===== src/rtl/pc_fetch.sv =====
// +--------------------------------------------------------------------------+
// | pc_fetch : PC register and IF/ID pipeline register for a MIPS-style core  |
// | Optional macro PC_FETCH_DELAY_SLOT_EN: keep the branch delay slot.        |
// | Rev 1.0                                                                   |
// +--------------------------------------------------------------------------+
`default_nettype none

module pc_fetch #(
    parameter logic [31:0] RESET_PC  = 32'h0000_3000,
    parameter logic [31:0] NOP_INSTR = 32'h0000_0000
) (
    input  logic        clk,
    input  logic        reset,
    input  logic        stall,
    input  logic        npc_sel,
    input  logic [31:0] NPC,
    input  logic [31:0] Instr_F,
    output logic [31:0] PC_F,
    output logic [31:0] PC_D,
    output logic [31:0] PC4_D,
    output logic [31:0] Instr_D,
    output logic        valid_D,
    output logic        adel_D
);

    localparam logic [31:0] c_PC_STEP = 32'd4;

    logic [31:0] r_pc_f;
    logic [31:0] r_pc_d;
    logic [31:0] r_instr_d;
    logic        r_valid_d;
    logic        r_adel_d;

    logic [31:0] w_pc_next;
    logic        w_misaligned;
    logic        w_flush;

    assign w_pc_next    = npc_sel ? NPC : (r_pc_f + c_PC_STEP);
    assign w_misaligned = (r_pc_f[1:0] != 2'b00);

`ifdef PC_FETCH_DELAY_SLOT_EN
    assign w_flush = 1'b0;
`else
    // Without a delay slot the wrong-path word fetched alongside a taken
    // redirect is squashed into a bubble.
    assign w_flush = npc_sel;
`endif

    always_ff @(posedge clk or posedge reset) begin
        if (reset) begin
            r_pc_f <= RESET_PC;
        end else if (!stall) begin
            r_pc_f <= w_pc_next;
        end
    end

    always_ff @(posedge clk or posedge reset) begin
        if (reset) begin
            r_pc_d    <= RESET_PC - c_PC_STEP;
            r_instr_d <= NOP_INSTR;
            r_valid_d <= 1'b0;
            r_adel_d  <= 1'b0;
        end else if (!stall) begin
            r_pc_d <= r_pc_f;
            if (w_flush) begin
                r_instr_d <= NOP_INSTR;
                r_valid_d <= 1'b0;
                r_adel_d  <= 1'b0;
            end else begin
                // A misaligned fetch never reaches decode as a real opcode.
                r_instr_d <= w_misaligned ? NOP_INSTR : Instr_F;
                r_valid_d <= 1'b1;
                r_adel_d  <= w_misaligned;
            end
        end
    end

    assign PC_F    = r_pc_f;
    assign PC_D    = r_pc_d;
    assign PC4_D   = r_pc_d + c_PC_STEP;
    assign Instr_D = r_instr_d;
    assign valid_D = r_valid_d;
    assign adel_D  = r_adel_d;

endmodule

`default_nettype wire


===== config.mk =====
export PLATFORM = sky130hd
export DESIGN_NAME = pc_fetch
export DESIGN_NICKNAME = d
export VERILOG_FILES = /design/src/rtl/pc_fetch.sv
export SDC_FILE = /design/constraint.sdc
export NUM_CORES = 1
export LEC_CHECK = 0
export CAP_MARGIN = 20
export CORE_MARGIN = 1.5
export CORE_UTILIZATION = 49
export CTS_BUF_LIST = sky130_fd_sc_hd__clkbuf_8
export CTS_CLUSTER_SIZE = 40
export DETAILED_ROUTE_END_ITERATION = 10
export PLACE_DENSITY = 0.88
export SYNTH_ARGS = -nofsm -noshare
export SYNTH_HDL_FRONTEND = slang
export SYNTH_SLANG_ARGS = --single-unit

===== constraint.sdc =====
create_clock -name clk -period 8.6 [get_ports clk]
set_clock_uncertainty 0.05 [all_clocks]
set_input_delay 1.72 -clock clk [delete_from_list [all_inputs] [get_ports clk]]
set_output_delay 1.72 -clock clk [all_outputs]
set_load 0.02 [all_outputs]

Word level (Yosys, flattened, before mapping)
Index checks and enable logic that the tools add are counted.
- logic and storage cells: 13
- input bits: 68
- output and inout bits: 130
- flip-flop bits (word level): 98
- reductions and logical operators: 1
- add/sub/neg operators: 2
- muxes and demuxes: 5
- operators by type and width (operator ; number):
    $mux W32 ; 3
    $add A32 B3 Y32 const B ; 2
    $mux W1 ; 2
    $reduce_bool A2 Y1 ; 1

Longest topological paths before layout
- word-level depth: 3
- depth in mapped cells: 7
- gate-level depth less buffers: 5

Worst setup path before layout
No wires, ideal clock.
- path type: register to output
- start: register r_pc_d[2], in the netlist PC_D[2]
- end: output port PC4_D[26]
- path buffers: 0
- setup slack: 4903 ps
- arrival time: 1927 ps
- data required time: 6830 ps
- cell stages (with the launch flop): 6
- cell sequence: dfstp_2 -> ha_1 -> inv_1 -> nor4_4 -> nand4_1 -> xnor2_1
- cells in the longest elaborated chain, start to end: 1
- ends and longest elaborated chain (what ; line ; text):
    from (decl) ; 29 ; logic [31:0] r_pc_d;
    from (signal assigned) ; 59 ; r_pc_d <= RESET_PC - c_PC_STEP;
    from (signal assigned) ; 64 ; r_pc_d <= r_pc_f;
    $add A32 B3 Y32 ; 80 ; assign PC4_D = r_pc_d + c_PC_STEP;
    to (decl) ; 20 ; output logic [31:0] PC4_D,
No other way between the ends.

Worst setup path after layout
Same ends and word-level chain as after synthesis.

==> flow_summary.json <==
{
  "status": "finished clean",
  "yosysUniqueCellTypes": 56,
  "vias": 4695,
  "ys_ff_latch": 98,
  "io_pins": 198,
  "drv_slew": 0,
  "syn_avg_cell_area_sq_um": 10.49,
  "drt-initial-drc-count": 441,
  "cts_setup_buffers": 0,
  "design_area_sq_mm": 0.007331,
  "cap_violations": 0,
  "synth_top_area_cell": "dfrtp_1",
  "critPathLaunchType": "flip-flop",
  "power_frac_comb_pct": 36.2,
  "arrival_ps": 2990,
  "cts_buffers": 9,
  "syn-cell-area_sq_mm": 0.005096,
  "nFillCells": 740,
  "die_w_microns": 105.0,
  "initial_core_util_pct": 50.04,
  "routed_wirelength_mm": 14.41,
  "clock-sinks": 98,
  "async_reset_ff_share_pct": 100.0,
  "min_path_type": "reg2reg",
  "setup_ws_ps": 3843,
  "insertion_delay_ps": 370,
  "critPathMaxFanout": 9,
  "mostFrequentLayoutCells": "196 x clkdlybuf4s50_1, 85 x dfrtp_1, 37 x nand2_1",
  "dieArea_sq_mm": 0.01102,
  "grt_pass1_wl_mm": 22.99,
  "power_frac_seq_pct": 43.6,
  "yosysSeqAreaShare_pct": 48.44,
  "criticalPathCategory": "reg2out",
  "max_slew.worst_pin.slew_ps": 810.4,
  "fmax_mhz": 210.2,
  "drtPass1Iterations": 4,
  "syn_inst": 486,
  "area_growth_pct": 43.85,
  "setup_violations": 0,
  "dpl.hpwl_mm": 10.36,
  "grt_usage_pct": 26.21,
  "drc": 0,
  "fin_crit_ps": 4757,
  "ys_warn_count": 0,
  "fin_crit_sh_pct": 55.31,
  "rows": 37,
  "final_util_pct": 71.98,
  "grt_max_degree": 113,
  "drive_above_1_share_pct": 10.94,
  "ant_nets": 0,
  "synth_top_area_share_pct": 41.74,
  "leakagePower_nw": 2.916,
  "routed_via_density": 5.847,
  "place_inst": 786,
  "worstSetupEndpointType": "output port",
  "switching_power_mw": 0.5040,
  "synth_top_flop_cell": "dfrtp_1",
  "cts_tree": "built",
  "cts_resized": 0,
  "coreArea_sq_mm": 0.01018,
  "yosys-top-cells-area": "dfrtp_1 42%, dfstp_2 6.7%, mux2_2 6.2%",
  "final_common_cell": "clkdlybuf4s50_1",
  "antenna_found_initial": 0,
  "overflow": 0,
  "p_int_mw": 0.9368,
  "dpl_cell_area_sq_mm": 0.007093,
  "gp_congestion": 0.8796,
  "instances_no_fill": 803,
  "clock-root-buffer": "clkbuf_8",
  "switching_share_pct": 34.98,
  "pre_cts_ws_ps": 4242,
  "syn-num-nets": 556,
  "diodes": 0,
  "hold_viol": 0,
  "crit_required_ps": 6830,
  "powerDensity_mw_per_mm2": 196.5,
  "wl_per_cell_microns": 17.94,
  "path_clk_slew_ps": 90,
  "grt_pass1_vias": 4514,
  "ctsHoldBuffers": 0,
  "cts_max_level": 3,
  "fin_nets": 733,
  "slew_headroom_pct": 45.98,
  "max-vdd-ir-drop_mv": 0.1129,
  "setup_tns_ps": 0,
  "io_buffers": 197,
  "power_frac_clock_pct": 20.2,
  "grt_setup_unrepaired": "false",
  "synth_edf_count": 0,
  "clockBufferDepth": 2,
  "die_h_microns": 105.0
}
metal layers:
| metal | share of wire, % | global-route usage, % |
|---|---|---|
| met1 | 39 | 32.29 |
| met2 | 49 | 43.18 |
| met3 | 9.8 | 8.422 |
| met4 | 1.9 | 9.295 |
| met5 | 0 | 0 |
cell usage after synthesis (4+ instances only):
master    number
a21oi_1       10
a22o_1        32
a22oi_1       14
a31oi_1        5
and3_1        10
and4_1         7
buf_2         13
buf_4          4
clkbuf_1      17
dfrtp_1       85
dfstp_2       13
inv_1          9
mux2_2        28
nand2_1       37
nand3_1       32
nand4_1       18
nor2_1        27
nor3_1         9
nor4_1         4
o21ai_0       19
o22a_1         5
o311ai_0       7
xnor2_1       23
xor2_1         5
state kept, by name, summed over array words and instances (netlist names):
register	cells
PC_D	32
PC_F	32
valid_D	1
Instr_D	32
adel_D	1
kinds of logic (layout without fill, tap and decap cells):
| family | Yosys count | in the layout | share of synthesized area (%) |
|---|---|---|---|
| and+or+nand+nor | 167 | 167 | 18.56 |
| AOI/OAI and AO/OA | 114 | 114 | 16.77 |
| DFF | 98 | 98 | 48.44 |
| buffers and inverters | 46 | 227 | 4.149 |
| muxes | 31 | 31 | 6.776 |
| xor gates and xnor gates | 28 | 28 | 4.812 |
| adders and majority gates | 2 | 2 | 0.4910 |
critical path, cell delays in order (launching register included):
cell	delay, ps
dfstp_2	590
ha_1	230
inv_1	120
nor4_4	610
nand4_1	190
xnor2_1	230
clkdlybuf4s50_1	640
worst paths after layout:
| check | endpoint | slack [ps] | depth (start not counted) | startpoint |
|---|---|---|---|---|
| max | PC4_D[26] | 3840 | 6 | PC_D[2]$_DFFE_PP1N_ |
| min | adel_D$_DFFE_PP0N_ | 460 | 2 | adel_D$_DFFE_PP0N_ |
| max reg2reg | PC_F[18]$_DFFE_PP0N_ | 6530 | 5 | PC_F[2]$_DFFE_PP0N_ |
| min reg2reg | adel_D$_DFFE_PP0N_ | 460 | 2 | adel_D$_DFFE_PP0N_ |
| max in group asynchronous | PC_D[24]$_DFFE_PP0N_ | 5700 | 3 | reset |
| min in group asynchronous | Instr_D[28]$_DFFE_PP0N_ | 1640 | 2 | reset |
metrics by stage:
stage                     power (mW)  hold WS, ps
after floorplan               0.8868        542.6
after global placement         1.138        421.7
after detailed placement       1.155        432.1
after CTS                      1.445        458.9
after global routing           1.508        478.7
final                          1.441        463.7
layout make-up:
class	count	area, sq um	area share, %
Tap cell	136	170.2	2.321
Clock buffer	10	137.6	1.877
Inverter	10	40.04	0.5462
Clock inverter	5	47.55	0.6486
Multi-Input combinational cell	342	2422	33.04
Sequential cell	98	2469	33.67
Timing Repair Buffer	202	2044	27.89
power groups by stage:
stage               Combinational [mW]  Clock (mW)  Sequential (mW)
CTS                              0.522       0.297            0.627
global placement                 0.509           0            0.629
detailed placement               0.521           0            0.634
floorplan                        0.198           0            0.689
global route                     0.551       0.316            0.641
finish                           0.521       0.291            0.629
Note: power is estimated with default switching activity, not from simulation.
